`src/rtl/core_pkg.sv`:
```
// Shared definitions for the pipelined RISC-V core: opcodes, the canonical NOP and the
// fetch FSM state type.
package core_pkg;

  localparam logic [6:0] OP_JAL    = 7'b1101111;
  localparam logic [6:0] OP_JALR   = 7'b1100111;
  localparam logic [6:0] OP_BRANCH = 7'b1100011;

  localparam logic [31:0] NOP_INSTR = 32'h00000013;

  typedef enum logic [1:0] {
    S_BOOT,
    S_RUN,
    S_STALL
  } fetch_state_e;

endpackage

```
`src/rtl/fetch_predecode.sv`:
```
// Combinational predecode of an arriving instruction word: B/J immediates and the static
// backward-taken/forward-not-taken decision.
module fetch_predecode
  import core_pkg::*;
#(
  parameter int unsigned XLEN = 64
) (
  input  logic [31:0]     instr_i,
  input  logic [XLEN-1:0] pc_i,
  output logic            taken_o,
  output logic [XLEN-1:0] target_o
);

  logic [6:0]      opcode;
  logic [XLEN-1:0] j_imm;
  logic [XLEN-1:0] b_imm;

  always_comb begin
    opcode = instr_i[6:0];
    j_imm  = {{(XLEN-21){instr_i[31]}}, instr_i[31], instr_i[19:12], instr_i[20],
              instr_i[30:21], 1'b0};
    b_imm  = {{(XLEN-13){instr_i[31]}}, instr_i[31], instr_i[7], instr_i[30:25],
              instr_i[11:8], 1'b0};
    // instr[31] is the sign of the B immediate: negative offset means backward branch
    taken_o  = (opcode == OP_JAL) || ((opcode == OP_BRANCH) && instr_i[31]);
    target_o = pc_i + ((opcode == OP_JAL) ? j_imm : b_imm);
  end

endmodule

```
`src/rtl/fetch_stage.sv`:
```
// Instruction-fetch front end: PC register, BRAM request port, one-entry skid and IF/ID register.
// Define FETCH_BTFN_EN to enable static backward-taken/forward-not-taken prediction.
module fetch_stage
  import core_pkg::*;
#(
  parameter int unsigned     XLEN     = 64,
  parameter int unsigned     IMEM_AW  = 8,
  parameter logic [XLEN-1:0] RESET_PC = '0
) (
  input  logic               clk,
  input  logic               reset_n,
  output logic               imem_en,
  output logic [IMEM_AW-1:0] imem_addr,
  input  logic [31:0]        imem_rdata,
  input  logic               stall,
  input  logic               redirect_valid,
  input  logic [XLEN-1:0]    redirect_pc,
  output logic               id_valid,
  output logic [XLEN-1:0]    id_pc,
  output logic [31:0]        id_instr,
  output logic               id_pred_taken,
  output logic               misalign
);

  fetch_state_e    state_q, state_d;
  logic [XLEN-1:0] fetch_pc_q, fetch_pc_d;
  logic            req_v_q, req_v_d;
  logic [XLEN-1:0] req_pc_q, req_pc_d;
  logic            skid_v_q, skid_v_d;
  logic [XLEN-1:0] skid_pc_q, skid_pc_d;
  logic [31:0]     skid_instr_q, skid_instr_d;
  logic            id_valid_q, id_valid_d;
  logic [XLEN-1:0] id_pc_q, id_pc_d;
  logic [31:0]     id_instr_q, id_instr_d;
  logic            id_pred_q, id_pred_d;
  logic            misalign_q, misalign_d;

  logic            issue;
  logic [XLEN-1:0] issue_pc;
  logic            pred_taken;
  logic [XLEN-1:0] pred_target;

`ifdef FETCH_BTFN_EN
  fetch_predecode #(
    .XLEN(XLEN)
  ) u_predecode (
    .instr_i (imem_rdata),
    .pc_i    (req_pc_q),
    .taken_o (pred_taken),
    .target_o(pred_target)
  );
`else
  assign pred_taken  = 1'b0;
  assign pred_target = '0;
`endif

  always_comb begin
    state_d      = state_q;
    fetch_pc_d   = fetch_pc_q;
    req_v_d      = 1'b0;
    req_pc_d     = req_pc_q;
    skid_v_d     = skid_v_q;
    skid_pc_d    = skid_pc_q;
    skid_instr_d = skid_instr_q;
    id_valid_d   = id_valid_q;
    id_pc_d      = id_pc_q;
    id_instr_d   = id_instr_q;
    id_pred_d    = id_pred_q;
    misalign_d   = misalign_q | (redirect_valid & (|redirect_pc[1:0]));
    issue        = 1'b0;
    issue_pc     = fetch_pc_q;

    if (redirect_valid) begin
      // Dropping req_v for the old request is implicit: the new target replaces it.
      issue      = 1'b1;
      issue_pc   = {redirect_pc[XLEN-1:2], 2'b00};
      skid_v_d   = 1'b0;
      id_valid_d = 1'b0;
      id_pred_d  = 1'b0;
      state_d    = S_RUN;
    end else begin
      unique case (state_q)
        S_BOOT: begin
          if (!stall) begin
            issue   = 1'b1;
            state_d = S_RUN;
          end
        end
        S_RUN: begin
          if (stall) begin
            if (req_v_q) begin
              skid_v_d     = 1'b1;
              skid_pc_d    = req_pc_q;
              skid_instr_d = imem_rdata;
              state_d      = S_STALL;
            end
          end else begin
            issue      = 1'b1;
            id_valid_d = req_v_q;
            id_pred_d  = req_v_q & pred_taken;
            if (req_v_q) begin
              id_pc_d    = req_pc_q;
              id_instr_d = imem_rdata;
              if (pred_taken) issue_pc = pred_target;
            end
          end
        end
        S_STALL: begin
          // Prediction is suppressed under stall, so a skid entry never carries one.
          if (!stall) begin
            issue      = 1'b1;
            id_valid_d = skid_v_q;
            id_pc_d    = skid_pc_q;
            id_instr_d = skid_instr_q;
            id_pred_d  = 1'b0;
            skid_v_d   = 1'b0;
            state_d    = S_RUN;
          end
        end
        default: state_d = S_BOOT;
      endcase
    end

    if (issue) begin
      req_v_d    = 1'b1;
      req_pc_d   = issue_pc;
      fetch_pc_d = issue_pc + XLEN'(4);
    end
  end

  always_ff @(posedge clk or negedge reset_n) begin
    if (!reset_n) begin
      state_q      <= S_BOOT;
      fetch_pc_q   <= RESET_PC;
      req_v_q      <= 1'b0;
      req_pc_q     <= '0;
      skid_v_q     <= 1'b0;
      skid_pc_q    <= '0;
      skid_instr_q <= NOP_INSTR;
      id_valid_q   <= 1'b0;
      id_pc_q      <= '0;
      id_instr_q   <= NOP_INSTR;
      id_pred_q    <= 1'b0;
      misalign_q   <= 1'b0;
    end else begin
      state_q      <= state_d;
      fetch_pc_q   <= fetch_pc_d;
      req_v_q      <= req_v_d;
      req_pc_q     <= req_pc_d;
      skid_v_q     <= skid_v_d;
      skid_pc_q    <= skid_pc_d;
      skid_instr_q <= skid_instr_d;
      id_valid_q   <= id_valid_d;
      id_pc_q      <= id_pc_d;
      id_instr_q   <= id_instr_d;
      id_pred_q    <= id_pred_d;
      misalign_q   <= misalign_d;
    end
  end

  assign imem_en       = issue;
  assign imem_addr     = issue_pc[IMEM_AW+1:2];
  assign id_valid      = id_valid_q;
  assign id_pc         = id_pc_q;
  assign id_instr      = id_instr_q;
  assign id_pred_taken = id_pred_q;
  assign misalign      = misalign_q;

endmodule

```
`config.mk`:
```
export PLATFORM = sky130hd
export DESIGN_NAME = fetch_stage
export DESIGN_NICKNAME = d
export VERILOG_FILES = /design/src/rtl/core_pkg.sv /design/src/rtl/fetch_predecode.sv /design/src/rtl/fetch_stage.sv
export SDC_FILE = /design/constraint.sdc
export NUM_CORES = 1
export LEC_CHECK = 0
export ABC_AREA = 1
export CAP_MARGIN = 30
export CORE_MARGIN = 10
export CORE_UTILIZATION = 61
export DETAILED_ROUTE_END_ITERATION = 8
export PLACE_DENSITY = 0.84
export SYNTH_ARGS = -nofsm -noshare
export SYNTH_HDL_FRONTEND = slang
export SYNTH_HIERARCHICAL = 1
export SYNTH_SLANG_ARGS = --single-unit
```
`constraint.sdc`:
```
create_clock -name clk -period 5.1 [get_ports clk]
set_input_delay 1.53 -clock clk [delete_from_list [all_inputs] [get_ports clk]]
set_output_delay 1.53 -clock clk [all_outputs]
set_load 0.01 [all_outputs]
```
# ---- After elaboration in Yosys (flattened, before gate mapping)
# Cells that the tools add are included.
dict set report word_totals {
  word_cells 70
  regBits 327
  inputBits 100
}
dict set report classes {
  n_addsub 1
  eq_ne 11
  n_mux 29
  bitwise_logic 3
  n_reduce_logical 14
}
# operator count
set op_table {}
lappend op_table {{$mux 64} 4}
lappend op_table {{$pmux 64 s2} 1}
lappend op_table {{$mux 32} 3}
lappend op_table {{$add 64x3->64 const B} 1}
lappend op_table {{$pmux 32 s2} 1}
lappend op_table {{$mux 1} 13}
lappend op_table {{$ne 3x3->1 const B} 4}
lappend op_table {{$mux 2} 4}
lappend op_table {{$reduce_and 4->1} 2}
lappend op_table {{$ne 2x2->1 const B} 3}
lappend op_table {{$reduce_and 3->1} 2}
lappend op_table {{$reduce_or 2->1} 3}
lappend op_table {{$reduce_and 5->1} 1}
lappend op_table {{$pmux 1 s2} 2}
lappend op_table {{$pmux 2 s2} 1}
lappend op_table {{$reduce_bool 2->1} 2}
lappend op_table {{$ne 3x2->1 const B} 1}
lappend op_table {{$reduce_bool 3->1} 1}
lappend op_table {{$reduce_or 3->1} 1}
lappend op_table {{$eq 2x1->1 const B} 1}
lappend op_table {{$eq 2x2->1 const B} 1}
lappend op_table {{$logic_not 2->1} 1}
lappend op_table {{$ne 2x1->1 const B} 1}
lappend op_table {{$reduce_and 2->1} 1}
lappend op_table {{other kinds (3)} 3}

# ---- Logic depth before layout (Yosys ltp)
# Gate-level depths: netlist (run 1).
dict set report depth {
  depth_word 5
  ltp_mapped 14
  depth_no_buf 12
}

# ---- Worst setup path before layout (run 1)
# No wires, ideal clock.
dict set report synth_path {
  path_type {input to output}
  start {in redirect_valid}
  end {out imem_en}
  arrival_ns 2.506
  path_buffers 4
  cell_stages 6
  required_ns 3.570
  path_slack_ns 1.064
  path_cell_list {buf_6 buf_6 nor2_1 o21ai_1 buf_2 clkbuf_1}
}
dict set report synth_between {
  elab_chain_cells 1
}
# item line_no
set synth_rtl {}
lappend synth_rtl {{start, declared} fetch_stage.sv:16} ;# input logic redirect_valid,
lappend synth_rtl {{$mux 1} fetch_stage.sv:73} ;# if (redirect_valid) begin
lappend synth_rtl {{end, declared} fetch_stage.sv:12} ;# output logic imem_en,
# Every way passes these cells.

# ---- Final worst setup path (run 1)
dict set report layout_path {
  start {in stall}
  end {out imem_en}
}
dict set report layout_between {
  elab_chain_cells 3
}
# item line_no
set layout_rtl {}
lappend layout_rtl {{start, declared} fetch_stage.sv:15} ;# input logic stall,
lappend layout_rtl {{$mux 1} {fetch_stage.sv:84, fetch_stage.sv:90, fetch_stage.sv:110}}
lappend layout_rtl {{$mux 1} -}
lappend layout_rtl {{$mux 1} fetch_stage.sv:73}
# Every way passes these cells.

==> impl_metrics.json, run 1 <==
{
  "crit_path_max_fanout": 3,
  "cap_violations": 0,
  "ir_drop_v": 0.0001997,
  "cts_buffer_depth": 3,
  "critical_path_class": "in2out",
  "setup_tns_ns": 0,
  "top_layer": "met4",
  "startpoint_type": "primary input",
  "grt_first_pass_wirelength_um": 83430,
  "yosys.cell_count.top_type": "nand2_1",
  "synth_area_leader_cell": "dfrtp_1",
  "synth_edf_count": 0,
  "fin_crit_sh": 0.9204,
  "antenna_found_initial": 0,
  "synthTopCellsByArea": "dfrtp_1 47%, nand2_1 16%, nor2_1 7.3%",
  "initial_core_util": 0.6183,
  "avgSynthCellArea_sq_um": 7.432,
  "multiInputGateArea_sq_mm": 0.007287,
  "max_stage_delay_ns": 0.54,
  "rows": 60,
  "status": "finished clean",
  "dr_wl_met2_um": 24250,
  "yosysUniqueCellTypes": 41,
  "worstPathRequired_ns": 3.57,
  "slowest_stage": "clkdlybuf4s50_1",
  "worst_pin_slew_ns": 0.9497,
  "place_inst": 2684,
  "io_buffers": 204,
  "setup_viol": 0,
  "grt_pass1_vias": 15190,
  "die_w_um": 185.1,
  "synth_warnings": 6,
  "grt-ovfl-total": 0,
  "ys_seq_area_frac": 0.4793,
  "finalWeightedCongestion": 1.020,
  "coreArea_sq_mm": 0.02688,
  "num-fill-cells": 2015,
  "synthCells": 2236,
  "cts_tree": "yes",
  "viasPerCell": 5.805,
  "ctsResizeCount": 0,
  "grt_max_degree": 133,
  "clk_pin_slew_ns": 0.05,
  "synth_top_family_by_area": "simple AND/OR/NAND/NOR gates",
  "fin_nets": 2481,
  "holdBufCountCts": 0,
  "synth-compound-area-share": 0.1022,
  "drtAntennaViolNets": 0,
  "cts_root_buf": "clkbuf_16",
  "synth_area_sq_mm": 0.01662,
  "io_pins": 208,
  "end_kind": "output pin",
  "final_layout_size_suffix_gt1_frac": 0.07069,
  "fin_skew_ns": 0.01729,
  "slew_viol_final": 0,
  "postLayoutCellArea_sq_mm": 0.01994,
  "dp_hpwl_um": 37180,
  "dieHeight_um": 185.1,
  "numCtsBuffers": 35,
  "first_iter_violations": 1769,
  "rsz0062_at_grt": "false",
  "power.density_mw_per_mm2": 405.1,
  "yosysTopAreaCellShare": 0.4698,
  "clkLatencyLatePin_ns": 0.53,
  "synth_flop_cell": "dfrtp_1",
  "wl_per_cell_um": 19.41,
  "cts.sinks": 318,
  "clock.fmax_ghz": 0.2130,
  "ys_async_sr_fraction": 1.000,
  "crit_path_frequent_cell": "clkdlybuf4s50_1",
  "dr_wl_met3_um": 5381,
  "hold_ws_ns": 0.4816,
  "path_cells": "clkdlybuf4s50_1, inv_1, nor2_1, o21ai_4, clkdlybuf4s50_1",
  "area_delta_synth_final_pct": 20.01,
  "yosys.area_share.xor_xnor": 0,
  "grt_usage": 0.3090,
  "min_path_type": "reg2reg",
  "h-tree-depth": 2,
  "placed_area_sq_mm": 0.01880,
  "regArea_sq_mm": 0.007966,
  "synthMuxAreaShare": 0.02711,
  "slew_headroom": 0.3668,
  "leakage_nw": 9.268,
  "drt-total-wl_um": 53320,
  "report.final.hold_viol_count": 0,
  "period_minus_slack_ns": 4.694,
  "synth_fa_ha_area_frac": 0.0007530,
  "final_util": 0.7420,
  "post_cts.repair.setup_buffers": 0,
  "via_count": 15950,
  "route.detailed.drc": 0,
  "instances_no_fill": 2747,
  "wl_met1_um": 22310,
  "ys_top_cells_by_count": "713 x nand2_1, 325 x nor2_1, 312 x dfrtp_1",
  "dr.pass1.iters": 6,
  "yosys_register_bits": 318,
  "worstPathArrival_ns": 3.16,
  "synth-simple-area-share": 0.3062,
  "die_area_sq_mm": 0.03424
}
## cell type report
type / instances / share of cell area
Antenna cell: 1 / 0.0001255
Clock buffer: 52 / 0.05164
Clock inverter: 10 / 0.005584
Inverter: 194 / 0.03677
Multi-Input combinational cell: 1597 / 0.3654
Sequential cell: 318 / 0.3995
Tap cell: 341 / 0.02140
Timing Repair Buffer: 234 / 0.1196
## sequential cells by signal (all words and copies together) (netlist names), 2 cells and up
| register | cells |
|---|---|
| fetch_pc_q | 62 |
| id_instr | 32 |
| id_pc | 62 |
| req_pc_q | 62 |
| skid_instr_q | 32 |
| skid_pc_q | 62 |
| state_q | 2 |
## kinds of logic (layout without fill, tap and decap cells)
family,after synthesis,count (layout)
other,1,4
flip-flops,318,318
multiplexers,40,40
AO/OA/AOI/OAI,293,293
adder cells (fa/ha/maj),1,1
buffers and inverters,323,490
AND/OR/NAND/NOR,1260,1260
## routing by layer
metal,GRT usage,vias to the layer above
li1,-,7449
met1,0.4257,7605
met2,0.4900,786
met3,0.05937,106
met4,0.08225,0
met5,0,-
## path summary, 6_finish.rpt
path / cells after the start / endpoint / from / slack (ns)
max in group asynchronous: 2 / id_instr[1] / reset_n / 3.02
min in group asynchronous: 1 / skid_instr_q[29] / reset_n / 1.05
min: 2 / fetch_pc_q[20] / fetch_pc_q[20] / 0.48
max reg2reg: 9 / id_pc[57] / state_q[1] / 1.93
max: 5 / imem_en / stall / 0.41
min reg2reg: 2 / fetch_pc_q[20] / fetch_pc_q[20] / 0.48
## power by group
group          internal (mW)  switching (mW)  total (mW)
clock                   1.46            1.06        2.52
sequential              3.11           0.359        3.47
combinational          0.921            1.16        2.08
## layout by cell type, fill, tap and decap left out, types with 4 or more instances in the layout
master           instances
clkbuf_1                 8
nand4_1                  7
a21oi_1                 47
dfstp_2                  6
nand3_1                183
nand2_1                712
buf_12                   6
o21ai_0                 93
nor2_1                 325
o221ai_1                 7
a31oi_1                 95
dfrtp_1                311
nand2_2                  4
buf_4                   23
o211ai_1                15
o21a_1                   7
o21ai_1                 17
mux2_2                  39
o21bai_1                 4
nor2_2                  16
clkbuf_8                 9
inv_1                  189
clkbuf_16               35
clkdlybuf4s50_1        202
## critical path, delay by kind of cell
family,cells,cell delay (ns)
and+or+nand+nor,1,0.34
buffers and inverters,3,1.15
AOI/OAI and AO/OA,1,0.15
## stage by stage
step	setup WS [ns]	total power, mW
6_report	0.4058	8.078
3_3_place_gp	0.4449	5.423
5_1_grt	0.3585	8.473
2_1_floorplan	1.064	4.521
4_1_cts	0.4202	8.078
3_5_place_dp	0.4321	5.533
Power figures use the tool's default switching activity.
==> run 2: changes to the inputs <==
--- a/config.mk
+++ b/config.mk
@@ -7,9 +7,9 @@
 export LEC_CHECK = 0
 export ABC_AREA = 1
 export CAP_MARGIN = 30
-export CORE_MARGIN = 10
 export CORE_UTILIZATION = 61
 export DETAILED_ROUTE_END_ITERATION = 8
+export HOLD_SLACK_MARGIN = 0.05
 export PLACE_DENSITY = 0.84
 export SYNTH_ARGS = -nofsm -noshare
 export SYNTH_HDL_FRONTEND = slang
==> run 2 against run 1 <==
First-iteration DRC count is 1.8% lower. Power is 1.7% higher. Via count is 1.2% higher. Cell area is 0.13% higher. Setup slack worse by 0.060 ns. Critical endpoint unchanged. Sequential power hardly changed. Clock power is 5% higher. Cell count is 0.11% higher. Critical path type unchanged. Clock-buffer cell count is 4 lower. Critical path depth stayed put. Largest power group unchanged. Wire length is 0.33% higher.
==> impl_metrics.json, run 2 (same netlist as run 1, synthesis figures left out) <==
{
  "wl_per_cell_um": 19.45,
  "r2r-start": "state_q[0]",
  "grt_usage": 0.3857,
  "ctsResizeCount": 0,
  "postLayoutCellArea_sq_mm": 0.01997,
  "worst_pin_slew_ns": 0.9331,
  "num-fill-cells": 1918,
  "io_buffers": 204,
  "placed_area_sq_mm": 0.01878,
  "grt_pass1_vias": 15370,
  "via_count": 16140,
  "critical_path_class": "in2out",
  "finalWeightedCongestion": 0.9959,
  "cap_violations": 0,
  "fin_skew_ns": 0.01815,
  "drt-total-wl_um": 53500,
  "instances_no_fill": 2750,
  "end_kind": "output pin",
  "route.detailed.drc": 0,
  "r2r_slack_ns": 1.22,
  "place_ws_ns": 0.3941,
  "whs_endpoint": "fetch_pc_q[34]",
  "grt_first_pass_wirelength_um": 83430,
  "crit_path_max_fanout": 3,
  "dieHeight_um": 167.1,
  "numCtsBuffers": 35,
  "worstPathRequired_ns": 3.57,
  "dr.pass1.iters": 6,
  "report.final.hold_viol_count": 0,
  "grt-ovfl-total": 0,
  "setup_tns_ns": 0,
  "hold_start": "fetch_pc_q[34]",
  "cts_tree": "yes",
  "fin_crit_sh": 0.9323,
  "holdBufCountCts": 0,
  "cp-startpoint": "stall",
  "die_area_sq_mm": 0.02791,
  "leakage_nw": 9.289,
  "power.density_mw_per_mm2": 411.3,
  "coreArea_sq_mm": 0.02680,
  "startpoint_type": "primary input",
  "min_path_type": "reg2reg",
  "final_common_cell": "nand2_1",
  "hold_ws_ns": 0.4801,
  "viasPerCell": 5.868,
  "final_layout_size_suffix_gt1_frac": 0.07267,
  "post_cts.repair.setup_buffers": 0,
  "area_delta_synth_final_pct": 20.16,
  "setup_viol": 0,
  "io_pins": 208,
  "rows": 60,
  "drtAntennaViolNets": 0,
  "worst_slack_ns": 0.3453,
  "die_w_um": 167.1,
  "clk_pin_slew_ns": 0.06,
  "h-tree-depth": 2,
  "initial_core_util": 0.6200,
  "period_minus_slack_ns": 4.755,
  "multiInputGateArea_sq_mm": 0.007287,
  "rsz0062_at_grt": "false",
  "dp_hpwl_um": 36130,
  "status": "finished clean",
  "grt_max_degree": 131,
  "first_iter_violations": 1738,
  "antenna_found_initial": 1,
  "fin_nets": 2485,
  "worstPathArrival_ns": 3.22,
  "slew_headroom": 0.3779,
  "layout_common_cells": "712 x nand2_1, 325 x nor2_1, 311 x dfrtp_1",
  "clkLatencyLatePin_ns": 0.52,
  "place_inst": 2688,
  "slew_viol_final": 0,
  "cts_root_buf": "clkbuf_16",
  "regArea_sq_mm": 0.007966,
  "cts.sinks": 318,
  "clock.fmax_ghz": 0.2103,
  "cts_buffer_depth": 3,
  "r2r-end": "id_pc[37]",
  "whs_path_depth": 2,
  "ir_drop_v": 0.0002092,
  "rr_worst_depth": 9
}
==> run 2: cell types whose count changed in the layout (fill, tap and decap cells not counted), sizes merged <==
cell,change
bufinv,+3
clkinv,+1
clkinvlp,+2
clkbuf,-4
buf,+4
inv,-3
==> run 2: layout make-up <==
cell class	instances	share of cell area
Clock buffer	48	0.04982
Sequential cell	318	0.3990
Inverter	194	0.03672
Timing Repair Buffer	238	0.1183
Antenna cell	1	0.0001253
Multi-Input combinational cell	1597	0.3649
Tap cell	341	0.02137
Clock inverter	13	0.009775
==> run 2: power by group <==
| group | internal, mW | switching [mW] |
|---|---|---|
| registers | 3.11 | 0.375 |
| clock network | 1.58 | 1.07 |
| logic | 0.917 | 1.17 |
| total | 5.61 | 2.61 |
==> run 2: how the worst max path moves through the flow <==
stage / to / slack, ns / cells past startpoint
after floorplan: imem_en / 1.06 / 6
after global placement: imem_en / 0.42 / 5
after detailed placement: imem_en / 0.39 / 5
after CTS: imem_en / 0.37 / 5
after global routing: imem_en / 0.30 / 5
final: imem_en / 0.35 / 5
==> run 2: through the flow <==
stage | power [mW] | util
2_1_floorplan | 4.521 | -
3_3_place_gp | 5.396 | 0.7006
3_5_place_dp | 5.509 | 0.7006
4_1_cts | 8.186 | 0.7450
5_1_grt | 8.555 | 0.7450
6_report | 8.214 | 0.7451
==> run 2: metal layers <==
layer,up-vias,GRT usage,wire length (um)
li1,7444,-,-
met1,7617,0.5254,21640
met5,-,0,0
met2,954,0.5998,24190
met4,0,0.1381,1851
met3,123,0.09720,5813
==> run 2: critical path, stage by stage <==
cell	delay, ns
clkdlybuf4s50_1	0.53
inv_1	0.09
nor2_1	0.38
o21ai_4	0.16
clkdlybuf4s50_1	0.53
==> run 3: changes to the inputs <==
--- a/config.mk
+++ b/config.mk
@@ -7,7 +7,9 @@
 export LEC_CHECK = 0
 export ABC_AREA = 1
 export CAP_MARGIN = 30
+export CORE_ASPECT_RATIO = 1.1
 export CORE_UTILIZATION = 61
+export CTS_CLUSTER_DIAMETER = 100
 export DETAILED_ROUTE_END_ITERATION = 8
 export HOLD_SLACK_MARGIN = 0.05
 export PLACE_DENSITY = 0.84
==> run 3 against run 2 <==
Hold slack improved by 0.0065 ns. Clock power down 7%. Sequential power about the same. Wire length shrank 0.27%. Largest cell class unchanged.
==> impl_metrics.json, run 3 (same netlist as run 1, synthesis figures left out) <==
{
  "leakage_nw": 9.248,
  "r2r_slack_ns": 1.86,
  "drtAntennaViolNets": 0,
  "dieHeight_um": 175.1,
  "whs_path_depth": 2,
  "report.final.hold_viol_count": 0,
  "hold_start": "fetch_pc_q[2]",
  "power.density_mw_per_mm2": 403.6,
  "die_area_sq_mm": 0.02791,
  "antenna_found_initial": 0,
  "ctsResizeCount": 0,
  "cts_root_buf": "clkbuf_16",
  "whs_endpoint": "fetch_pc_q[2]",
  "crit_path_max_fanout": 3,
  "cts_tree": "yes",
  "r2r-end": "skid_pc_q[11]",
  "area_delta_synth_final_pct": 19.79,
  "num-fill-cells": 1913,
  "ir_drop_v": 0.0002582,
  "io_buffers": 204,
  "fin_crit_sh": 0.9220,
  "numCtsBuffers": 34,
  "finalWeightedCongestion": 1.008,
  "coreArea_sq_mm": 0.02688,
  "layout_common_cells": "712 x nand2_1, 325 x nor2_1, 311 x dfrtp_1",
  "placed_area_sq_mm": 0.01880,
  "route.detailed.drc": 0,
  "crit_path_frequent_cell": "clkdlybuf4s50_1",
  "cts.sinks": 318,
  "path_cells": "clkdlybuf4s50_1, inv_1, nor2_1, o21ai_4, clkdlybuf4s50_1",
  "initial_core_util": 0.6182,
  "die_w_um": 159.4,
  "slew_viol_final": 0,
  "final_layout_size_suffix_gt1_frac": 0.07270,
  "setup_tns_ns": 0,
  "clk_pin_slew_ns": 0.06,
  "grt_first_pass_wirelength_um": 84090,
  "drt-total-wl_um": 53350,
  "holdBufCountCts": 0,
  "clkLatencyLatePin_ns": 0.52,
  "max_stage_delay_ns": 0.53,
  "cap_violations": 0,
  "rsz0062_at_grt": "false",
  "first_iter_violations": 1832,
  "io_pins": 208,
  "worst_pin_slew_ns": 1.091,
  "cts_buffer_depth": 3,
  "slew_headroom": 0.2729,
  "fin_skew_ns": 0.01459,
  "rows": 63,
  "slowest_stage": "clkdlybuf4s50_1",
  "diodes": 0,
  "grt-ovfl-total": 0,
  "postLayoutCellArea_sq_mm": 0.01991,
  "end_kind": "output pin",
  "fin_nets": 2482,
  "viasPerCell": 5.839,
  "dp_hpwl_um": 36140,
  "grt_max_degree": 113,
  "setup_viol": 0,
  "clock.fmax_ghz": 0.2127,
  "post_cts.repair.setup_buffers": 0,
  "worstPathRequired_ns": 3.57,
  "grt_pass1_vias": 15710,
  "rr_worst_depth": 6,
  "grt_usage": 0.3874,
  "h-tree-depth": 2,
  "min_path_type": "reg2reg",
  "worstPathArrival_ns": 3.17,
  "status": "finished clean",
  "via_count": 16140,
  "period_minus_slack_ns": 4.702,
  "wl_per_cell_um": 19.30,
  "startpoint_type": "primary input",
  "critical_path_class": "in2out",
  "r2r-start": "state_q[0]",
  "dr.pass1.iters": 6,
  "final_common_cell": "nand2_1"
}
run 3: critical path: cells and delay by family:
| kind | cells | cell delay, ns |
|---|---|---|
| compound gates | 1 | 0.15 |
| simple gates | 1 | 0.35 |
| buf+inv | 3 | 1.13 |
run 3: where the power goes:
group	switching [mW]	internal [mW]	total [mW]
Clock	1.07	1.38	2.45
Combinational	1.17	0.924	2.10
Sequential	0.371	3.11	3.48
run 3: worst max path at each step:
stage	startpoint	end	slack, ns
after floorplan	redirect_valid	imem_en	1.06
after detailed placement	stall	imem_en	0.41
after global routing	stall	imem_en	0.34
after CTS	stall	imem_en	0.39
final	stall	imem_en	0.40
after global placement	stall	imem_en	0.44
run 3: final cells by class:
cell class,instances,area [sq um],share of cell area
Clock inverter,19,168.9,0.008486
Clock buffer,43,935.9,0.04702
Timing Repair Buffer,236,2367,0.1189
Tap cell,357,446.7,0.02244
Multi-Input combinational cell,1597,7287,0.3661
Inverter,194,733.2,0.03683
Sequential cell,318,7966,0.4002
run 3: per-stage QoR:
step	power, mW	instances	util	setup slack [ns]	hold WS [ns]
6_report	8.034	2764	0.7405	0.3979	0.4866
2_1_floorplan	4.521	2238	-	1.064	0.4422
3_3_place_gp	5.397	2701	0.6984	0.4435	0.4616
3_5_place_dp	5.517	2702	0.6994	0.4056	0.4712
5_1_grt	8.382	2764	0.7405	0.3376	0.5045
4_1_cts	8.021	2764	0.7405	0.3950	0.4899
run 3: metal layers:
metal	vias to the layer above	GRT usage	part of all wire
met1	7634	0.5164	0.40
met2	917	0.6400	0.47
met4	0	0.1583	0.039
met5	-	0	0
li1	7437	-	-
met3	150	0.05554	0.087
